[src/rtl/scroll_controller_if.sv]
// Control, message-write and display-drive signals of the scrolling LED message controller.
interface scroll_controller_if;
  logic       run;
  logic       dir;
  logic       step;
  logic       wr_en;
  logic [3:0] wr_addr;
  logic [3:0] wr_data;
  logic       an3, an2, an1, an0;
  logic [3:0] digit;
  logic [3:0] ptr;
  logic       frame_start;

  modport master (
    output run, dir, step, wr_en, wr_addr, wr_data,
    input  an3, an2, an1, an0, digit, ptr, frame_start
  );

  modport slave (
    input  run, dir, step, wr_en, wr_addr, wr_data,
    output an3, an2, an1, an0, digit, ptr, frame_start
  );
endinterface

[src/rtl/scroll_controller.sv]
// Four-digit multiplexed display scanning a 16-entry message buffer, with automatic
// or manually stepped scrolling applied only at frame boundaries.
module scroll_controller #(
  parameter int REFRESH_DIV = 16,
  parameter int SCROLL_DIV  = 4096
) (
  input logic                 clk,
  input logic                 reset,
  scroll_controller_if.slave  bus
);

  localparam int RW = $clog2(REFRESH_DIV);
  localparam int SW = $clog2(SCROLL_DIV);

  if (REFRESH_DIV < 2 || REFRESH_DIV > 65535) begin : g_bad_refresh
    $error("scroll_controller: REFRESH_DIV out of range 2..65535");
  end
  if (SCROLL_DIV < 4*REFRESH_DIV) begin : g_bad_scroll
    $error("scroll_controller: SCROLL_DIV must be >= 4*REFRESH_DIV");
  end

  typedef enum logic [1:0] {SLOT0 = 2'd0, SLOT1 = 2'd1, SLOT2 = 2'd2, SLOT3 = 2'd3} slot_t;

  slot_t         slot_q, slot_d;
  logic [RW-1:0] ref_cnt;
  logic [SW-1:0] scr_cnt;
  logic [3:0]    msg_mem [16];
  logic          step_q, pending, pend_dir;
  logic [3:0]    ptr_q, ptr_d, rd_idx, digit_q, an_q, an_d;
  logic          fs_q;
  logic          ref_tc, frame_edge, tick, step_req, req, move, move_dir;

  assign ref_tc     = (ref_cnt == RW'(REFRESH_DIV-1));
  assign frame_edge = ref_tc && (slot_q == SLOT0);
  assign tick       = bus.run && (scr_cnt == SW'(SCROLL_DIV-1));
  assign step_req   = !bus.run && bus.step && !step_q;
  assign req        = tick || step_req;

  // A request landing on the frame edge itself is applied immediately with the live dir.
  assign move     = frame_edge && (pending || req);
  assign move_dir = pending ? pend_dir : bus.dir;
  assign ptr_d    = move ? (move_dir ? ptr_q - 4'd1 : ptr_q + 4'd1) : ptr_q;

  // Slot s shows entry ptr+3-s, so an3 carries the leftmost character.
  assign rd_idx = ptr_d + 4'd3 - {2'b00, slot_d};
  assign an_d   = ~(4'b0001 << slot_d);

  always_ff @(posedge clk or posedge reset) begin
    if (reset) slot_q <= SLOT3;
    else       slot_q <= slot_d;
  end

  always_comb begin
    slot_d = slot_q;
    if (ref_tc) begin
      case (slot_q)
        SLOT3:   slot_d = SLOT2;
        SLOT2:   slot_d = SLOT1;
        SLOT1:   slot_d = SLOT0;
        default: slot_d = SLOT3;
      endcase
    end
  end

  always_ff @(posedge clk or posedge reset) begin
    if (reset) begin
      for (int i = 0; i < 16; i++) msg_mem[i] <= 4'(i);
    end else if (bus.wr_en) begin
      msg_mem[bus.wr_addr] <= bus.wr_data;
    end
  end

  always_ff @(posedge clk or posedge reset) begin
    if (reset) begin
      ref_cnt  <= '0;
      scr_cnt  <= '0;
      step_q   <= 1'b0;
      pending  <= 1'b0;
      pend_dir <= 1'b0;
      ptr_q    <= 4'd0;
      an_q     <= 4'b0111;
      digit_q  <= 4'd0;
      fs_q     <= 1'b0;
    end else begin
      ref_cnt <= ref_tc ? '0 : ref_cnt + RW'(1);
      scr_cnt <= (!bus.run || tick) ? '0 : scr_cnt + SW'(1);
      step_q  <= bus.step;
      ptr_q   <= ptr_d;
      fs_q    <= frame_edge;
      // Digit is latched only on slot changes so anode and character switch together.
      if (ref_tc) begin
        an_q    <= an_d;
        digit_q <= msg_mem[rd_idx];
      end
      if (frame_edge) begin
        pending <= 1'b0;
      end else if (req && !pending) begin
        pending  <= 1'b1;
        pend_dir <= bus.dir;
      end
    end
  end

  assign bus.an3         = an_q[3];
  assign bus.an2         = an_q[2];
  assign bus.an1         = an_q[1];
  assign bus.an0         = an_q[0];
  assign bus.digit       = digit_q;
  assign bus.ptr         = ptr_q;
  assign bus.frame_start = fs_q;

endmodule

[src/flat_wrapper.sv]
// flat-port wrapper written by rule: the top's interface ports become plain ports
module scroll_controller_flat 
#(
  parameter int REFRESH_DIV = 16,
  parameter int SCROLL_DIV  = 4096
)
  (clk, reset, bus_run, bus_dir, bus_step, bus_wr_en, bus_wr_addr, bus_wr_data, bus_an3, bus_an2, bus_an1, bus_an0, bus_digit, bus_ptr, bus_frame_start);
  scroll_controller_if bus_i ();
  input logic clk;
  input logic reset;
  input wire logic [$bits(bus_i.run)-1:0] bus_run;
  input wire logic [$bits(bus_i.dir)-1:0] bus_dir;
  input wire logic [$bits(bus_i.step)-1:0] bus_step;
  input wire logic [$bits(bus_i.wr_en)-1:0] bus_wr_en;
  input wire logic [$bits(bus_i.wr_addr)-1:0] bus_wr_addr;
  input wire logic [$bits(bus_i.wr_data)-1:0] bus_wr_data;
  output wire logic [$bits(bus_i.an3)-1:0] bus_an3;
  output wire logic [$bits(bus_i.an2)-1:0] bus_an2;
  output wire logic [$bits(bus_i.an1)-1:0] bus_an1;
  output wire logic [$bits(bus_i.an0)-1:0] bus_an0;
  output wire logic [$bits(bus_i.digit)-1:0] bus_digit;
  output wire logic [$bits(bus_i.ptr)-1:0] bus_ptr;
  output wire logic [$bits(bus_i.frame_start)-1:0] bus_frame_start;
  assign bus_i.run = bus_run;
  assign bus_i.dir = bus_dir;
  assign bus_i.step = bus_step;
  assign bus_i.wr_en = bus_wr_en;
  assign bus_i.wr_addr = bus_wr_addr;
  assign bus_i.wr_data = bus_wr_data;
  assign bus_an3 = bus_i.an3;
  assign bus_an2 = bus_i.an2;
  assign bus_an1 = bus_i.an1;
  assign bus_an0 = bus_i.an0;
  assign bus_digit = bus_i.digit;
  assign bus_ptr = bus_i.ptr;
  assign bus_frame_start = bus_i.frame_start;
  scroll_controller #(.REFRESH_DIV(REFRESH_DIV), .SCROLL_DIV(SCROLL_DIV)) u_core (.clk(clk), .reset(reset), .bus(bus_i));
endmodule
[config.mk]
export PLATFORM = sky130hd
export DESIGN_NAME = scroll_controller_flat
export DESIGN_NICKNAME = d
export VERILOG_FILES = /design/src/rtl/scroll_controller_if.sv /design/src/rtl/scroll_controller.sv /design/src/flat_wrapper.sv
export SDC_FILE = /design/constraint.sdc
export NUM_CORES = 1
export LEC_CHECK = 0
export ABC_CLOCK_PERIOD_IN_PS = 3800
export CAP_MARGIN = 20
export CELL_PAD_IN_SITES_DETAIL_PLACEMENT = 1
export CELL_PAD_IN_SITES_GLOBAL_PLACEMENT = 2
export CORE_MARGIN = 2
export CORE_UTILIZATION = 38
export DETAILED_ROUTE_END_ITERATION = 10
export MAX_ROUTING_LAYER = met4
export PLACE_DENSITY_LB_ADDON = 0.1
export SYNTH_ARGS = -nofsm -noshare
export SYNTH_HDL_FRONTEND = slang
export SYNTH_SLANG_ARGS = --single-unit
export TNS_END_PERCENT = 20
[constraint.sdc]
create_clock -name clk -period 3.8 [get_ports clk]
set_input_delay 0.76 -clock clk [delete_from_list [all_inputs] [get_ports clk]]
set_output_delay 0.76 -clock clk [all_outputs]
set_load 0.02 [all_outputs]
==> impl_metrics.py, run 1 <==
metrics = {
    "run_status": {
        "outcome": "completed",
    },
    "logic_synthesis": {
        "synthMuxAreaShare_pct": 25.7,
        "ys_types": 37,
        "ys_seq_elements": 98,
        "synth-edff-count": 0,
        "synthAdderAreaFrac_pct": 3.53,
        "synthTopCellsByArea": "dfrtp_1 33%, dfstp_2 21%, mux2_2 14%",
        "synth_warnings": 0,
        "synthXorXnorAreaFrac_pct": 3.21,
        "syn_inst": 345,
        "ys_async_sr_fraction_pct": 100,
        "synth_top_area_cell": "dfrtp_1",
        "ys.flop_type": "dfrtp_1",
        "synth-compound-area-share_pct": 2.81,
        "syn_nets": 371,
        "avgSynthCellArea_um2": 13.6,
        "synth_top_family_by_area": "multiplexers",
        "synth_top_area_share_pct": 32.6,
        "synthSimpleGateAreaFrac_pct": 9.20,
        "synth_area_um2": 4680,
        "seq_area_frac_synth_pct": 53.4,
    },
    "clock_network": {
        "tritoncts": "done",
        "cts_max_path_buffers": 2,
        "numCtsBuffers": 9,
        "clk_pin_slew_ns": 0.07,
        "clock-sinks": 98,
        "cts-htree-levels": 3,
        "postCtsHoldBufs": 0,
        "worstSkewPairLatency_ns": 0.34,
        "root_buffer": "clkbuf_16",
    },
    "floorplan": {
        "num_rows": 40,
        "pin_count": 27,
        "dieWidth_um": 115,
        "start_util_pct": 39.0,
        "dieArea_um2": 13200,
        "dieHeight_um": 115,
        "core_um2": 12000,
    },
    "setup_path": {
        "cp-end-kind": "flop",
        "worstPathMaxFanout": 8,
        "cp.arrival_ns": 3.91,
        "start_kind": "primary input",
        "path_class": "primary input to flop",
        "cp.required_ns": 4.03,
    },
    "cells_and_area": {
        "antenna_cells": 0,
        "stdcell_area_um2": 5530,
        "syn2layout_area_growth_pct": 18.2,
        "nets": 408,
        "layout-drive-gt1-share_pct": 38.5,
    },
    "sta": {
        "worst_pin_slew_ns": 0.704,
        "setup_viol": 0,
        "fmax_mhz": 272,
        "whs_ns": 0.463,
        "max-slew-margin-rel_pct": 53.0,
        "hold_viol": 0,
        "period_share_pct": 96.8,
        "period_needed_ns": 3.68,
        "report.final.slew_viol_count": 0,
        "skew_ns": 0.00602,
    },
    "power": {
        "total_power_mw": 3.07,
        "internal-power_mw": 2.23,
        "p_seq_share_pct": 45.8,
        "ir_drop_uv": 199,
        "clkPwrFrac_pct": 27.6,
        "combPwrFrac_pct": 26.6,
        "sw_frac_of_total_pct": 27.4,
        "leakage_nw": 2.34,
        "p_switching_mw": 0.844,
        "powerDensity_nw_per_um2": 556,
    },
    "placed_design": {
        "post_dp_cell_area_um2": 5210,
        "dpl.hpwl_um": 6740,
        "gp_congestion": 0.727,
        "port_buffers": 26,
    },
    "routing": {
        "initialDrtViolationCount": 118,
        "postRouteAntennaNets": 0,
        "wl_per_cell_um": 18.1,
        "num_vias": 2784,
        "firstDrtPassIters": 4,
        "drc": 0,
        "via_per_inst": 5.21,
        "wl_um": 9670,
    },
    "global_route": {
        "antenna_found_initial": 0,
        "grt_pass1_vias": 3088,
        "grt.overflow.total": 0,
        "grt_usage_pct": 16.6,
        "grt_max_degree": 62,
        "grt_pass1_wl_um": 16000,
    },
    "flow_run": {
        "maxCapViolations": 0,
    },
    "min_path": {
        "hold_path_class": "flop to flop",
    },
}
layer usage:
metal | routed length [um] | up-vias | track usage (%)
li1 | - | 1307 | -
met1 | 4440 | 1424 | 20.0
met2 | 4760 | 42 | 27.5
met3 | 325 | 11 | 4.01
met4 | 144 | 0 | 5.78
met5 | 0 | - | -
final cells by class:
cell class	instances	area, um^2
repair buffers	39	410
clock inverters	4	26.3
well taps	147	184
fillers	1259	6480
multi-input cells	222	2120
flip-flops and latches	98	2500
inverters	12	46.3
clock buffers	12	246
power by group through the flow:
| stage | Combinational [mW] | Sequential (mW) | Clock, mW |
|---|---|---|---|
| 2_1_floorplan | 0.512 | 1.42 | 0 |
| 3_3_place_gp | 0.779 | 1.42 | 0 |
| 3_5_place_dp | 0.796 | 1.43 | 0 |
| 4_1_cts | 0.799 | 1.41 | 0.887 |
| 5_1_grt | 0.896 | 1.44 | 0.928 |
| 6_report | 0.818 | 1.41 | 0.848 |
cell usage after synthesis (5+ instances only):
master and number:
nand2_1 11, inv_1 12, dfstp_2 37, nand3_1 10, clkbuf_1 6, nor2_1 33
mux2_1 9, mux2i_1 9, nor3_1 6, dfrtp_1 61, ha_1 10, mux4_2 16
nand2b_1 5, xnor2_1 6, mux2_2 58, xor2_1 8, buf_2 5
kinds of logic after synthesis:
kind of cell             Yosys count
AND/OR/NAND/NOR                   84
flip-flops                        98
adder cells (fa/ha/maj)           12
AO/OA/AOI/OAI                     19
XOR/XNOR                          15
buffers and inverters             25
multiplexers                      92
path summary, 6_finish.rpt:
| check | startpoint | endpoint | slack, ns | depth (start not counted) |
|---|---|---|---|---|
| worst max-delay path | bus_run | u_core.bus.digit[3]$_DFFE_PP0N_ | 0.12 | 14 |
| worst min-delay path | u_core.an_q[2]$_DFFE_PP1N_ | u_core.an_q[2]$_DFFE_PP1N_ | 0.46 | 2 |
| worst max register to register | u_core.scr_cnt[0]$_DFF_PP0_ | u_core.bus.digit[3]$_DFFE_PP0N_ | 0.26 | 14 |
| worst min register to register | u_core.an_q[2]$_DFFE_PP1N_ | u_core.an_q[2]$_DFFE_PP1N_ | 0.46 | 2 |
| max in group asynchronous | reset | u_core.msg_mem[31]$_DFFE_PP1P_ | 2.18 | 3 |
| min in group asynchronous | reset | u_core.msg_mem[61]$_DFFE_PP0P_ | 0.83 | 2 |
state kept, by name (all words and copies together) (netlist names):
signal,count
u_core.msg_mem,64
u_core.step_q,1
u_core.bus.ptr,4
u_core.bus.frame_start,1
u_core.an_q,4
u_core.bus.digit,4
u_core.ref_cnt,4
u_core.pend_dir,1
u_core.slot_q,2
u_core.scr_cnt,12
u_core.pending,1
layout by cell type (no fill, tap or decap), types with 2 or more instances in the layout:
master / instances
mux2_1: 8
clkbuf_1: 2
xnor2_1: 5
nor3b_1: 2
ha_1: 9
mux2_4: 2
mux2i_2: 2
nand4_1: 2
nand2b_1: 5
nand3b_1: 2
buf_4: 9
nand2_1: 11
mux2i_1: 7
clkinv_2: 3
dfstp_2: 37
mux2_2: 57
clkdlybuf4s50_1: 25
clkbuf_16: 9
fa_1: 2
mux4_2: 16
a221o_1: 4
a21oi_1: 4
o21ai_0: 4
buf_12: 4
inv_1: 11
nand3_1: 10
or3_1: 4
and3_1: 4
nor3_1: 6
xor2_1: 8
dfrtp_1: 61
nor2_1: 33
o21ai_1: 3
worst max-delay path, stage by stage:
cell,delay (ns)
clkdlybuf4s50_1,0.48
nand3_1,0.12
nor4_4,0.18
nor2_1,0.10
nor2b_2,0.16
mux2_4,0.33
ha_4,0.27
ha_1,0.14
inv_1,0.05
fa_1,0.56
buf_12,0.15
mux2i_2,0.22
nor2_1,0.07
a221o_1,0.31
through the flow:
step	worst slack [ns]	instances	TNS (ns)	utilization, %
after floorplan	0.0412	345	0	-
after CTS	0.0304	533	0	45.7
after global routing	-0.0110	534	-0.0111	46.1
final	0.123	534	0	46.1
after detailed placement	-0.335	517	-1.30	43.4
after global placement	-0.268	517	-1.07	43.4
timing repair:
item,in CTS,in global routing
setup buffers,0,1
endpoints found under the setup margin,0,4
gates resized for setup,0,8
Note: power is estimated with default switching activity, not from simulation.
==> run 2, diff against run 1 <==
MAX_ROUTING_LAYER = not set   (was met4)
PLACE_DENSITY = 0.73   (was not set)
PLACE_DENSITY_LB_ADDON = not set   (was 0.1)
==> run 2 against run 1 <==
  * Sequential cell count unchanged
  * Clock skew grew 0.0019 ns
  * Clock-buffer cell count increased by 3
  * Fmax grew 1.3%
  * Register-to-register slack better by 0.02 ns
  * Final cell count up 0.37%
  * Design area grew 1.1%
  * Worst hold slack worse by 0.0010 ns
  * Clock power grew 14%
==> impl_metrics.py, run 2 (synthesis results as in run 1) <==
metrics = {
    "placed_design": {
        "placedCellCount": 519,
        "post_dp_cell_area_um2": 5210,
        "place_ws_ns": -0.338,
        "gp_congestion": 0.741,
        "dpl.hpwl_um": 6840,
        "port_buffers": 26,
    },
    "global_route": {
        "antenna_found_initial": 0,
        "grt_usage_pct": 16.1,
        "grt_pass1_vias": 3005,
        "grt_max_degree": 47,
        "grt.overflow.total": 0,
        "grt_pass1_wl_um": 16100,
    },
    "routing": {
        "firstDrtPassIters": 4,
        "wl_per_cell_um": 18.1,
        "via_per_inst": 5.22,
        "initialDrtViolationCount": 101,
        "wl_um": 9720,
        "postRouteAntennaNets": 0,
        "drc": 0,
        "num_vias": 2799,
    },
    "floorplan": {
        "dieHeight_um": 115,
        "dieArea_um2": 13200,
        "pin_count": 27,
        "start_util_pct": 39.0,
        "dieWidth_um": 115,
        "num_rows": 40,
        "core_um2": 12000,
    },
    "clock_network": {
        "worstSkewPairLatency_ns": 0.34,
        "postCtsHoldBufs": 0,
        "numCtsBuffers": 9,
        "cts-htree-levels": 3,
        "tritoncts": "done",
        "root_buffer": "clkbuf_16",
        "clock-sinks": 98,
        "cts_max_path_buffers": 2,
        "clk_pin_slew_ns": 0.07,
    },
    "sta": {
        "rsz0062_at_grt": "no",
        "fmax_mhz": 276,
        "period_needed_ns": 3.63,
        "max-slew-margin-rel_pct": 57.4,
        "whs_ns": 0.462,
        "tns_ns": 0,
        "setup_viol": 0,
        "hold_viol": 0,
        "layout_setup_ws_ns": 0.171,
        "skew_ns": 0.00792,
        "report.final.slew_viol_count": 0,
        "period_share_pct": 95.5,
        "worst_pin_slew_ns": 0.637,
    },
    "cells_and_area": {
        "fill_cells": 1235,
        "antenna_cells": 0,
        "layout_commonest_cell": "dfrtp_1",
        "layout-drive-gt1-share_pct": 39.3,
        "fin_util_pct": 46.5,
        "nets": 410,
        "regMostFlops": "u_core.msg_mem",
        "largest_register_ffs": 64,
        "final_cells": 536,
        "syn2layout_area_growth_pct": 19.4,
        "mostFrequentLayoutCells": "61 x dfrtp_1, 57 x mux2_2, 37 x dfstp_2, 32 x nor2_1, 24 x clkdlybuf4s50_1",
        "stdcell_area_um2": 5590,
        "reg_top3": "u_core.msg_mem: 64 flops, u_core.scr_cnt: 12 flops",
    },
    "power": {
        "total_power_mw": 3.18,
        "powerDensity_nw_per_um2": 569,
        "ir_drop_uv": 247,
        "leakage_nw": 2.38,
    },
    "setup_path": {
        "cp.arrival_ns": 3.85,
        "worstPathMaxFanout": 8,
        "cp-end-kind": "flop",
        "cp.required_ns": 4.02,
        "path_class": "primary input to flop",
        "start_kind": "primary input",
    },
    "min_path": {
        "hold_path_class": "flop to flop",
    },
    "run_status": {
        "outcome": "completed",
    },
    "flow_run": {
        "maxCapViolations": 0,
    },
}
## run 2: cell count changes in the layout (fill, tap and decap cells not counted), sizes merged
cell / change
clkbuf: +3
clkdlybuf4s50: -1
clkinv: -2
clkinvlp: -1
buf: +2
inv: -1
bufinv: +1
dlymetal6s2s: +1
## run 2: critical path, cell delays in order
cell	delay, ns
clkdlybuf4s50_1	0.47
nand2b_1	0.08
o21bai_1	0.21
nor2_2	0.08
nor2b_2	0.16
mux2_4	0.34
ha_4	0.27
ha_1	0.14
inv_1	0.06
fa_1	0.56
buf_12	0.15
mux2i_1	0.21
nor2_1	0.06
a221o_1	0.31
## run 2: final cells by class
type,count,area [um^2],share of cell area (%)
flip-flops and latches,98,2500,44.7
multi-input cells,222,2130,38.1
repair buffers,41,415,7.43
clock buffers,15,288,5.15
well taps,147,184,3.29
inverters,12,46.3,0.828
clock inverters,1,30.0,0.537
## run 2: final timing paths
kind / startpoint / end / slack, ns / cells past startpoint
max: bus_step / u_core.bus.digit[2]$_DFFE_PP0N_ / 0.17 / 14
min: u_core.an_q[2]$_DFFE_PP1N_ / u_core.an_q[2]$_DFFE_PP1N_ / 0.46 / 2
max reg2reg: u_core.ref_cnt[0]$_DFF_PP0_ / u_core.bus.digit[2]$_DFFE_PP0N_ / 0.28 / 13
min reg2reg: u_core.an_q[2]$_DFFE_PP1N_ / u_core.an_q[2]$_DFFE_PP1N_ / 0.46 / 2
max in group asynchronous: reset / u_core.msg_mem[18]$_DFFE_PP0P_ / 2.30 / 3
min in group asynchronous: reset / u_core.ref_cnt[3]$_DFF_PP0_ / 0.64 / 2
## run 2: what timing repair did
| action | in CTS | in global routing |
|---|---|---|
| pin swaps | 0 | 3 |
| gates resized for setup | 2 | 10 |
| buffers inserted | 0 | 1 |
| endpoints found under the setup margin | 4 | 4 |
## run 2: per-layer routing
layer / up-vias / share of wire [%] / GRT usage (%) / wire (um)
met5: - / 0 / 0 / 0
met4: 0 / 1.7 / 6.27 / 168
met3: 11 / 2.8 / 2.42 / 271
met2: 41 / 48 / 26.2 / 4670
met1: 1433 / 47 / 21.7 / 4600
li1: 1314 / - / - / -
## run 2: power breakdown
part,internal (mW),switching (mW)
clock,0.583,0.382
combinational,0.464,0.343
sequential,1.30,0.114
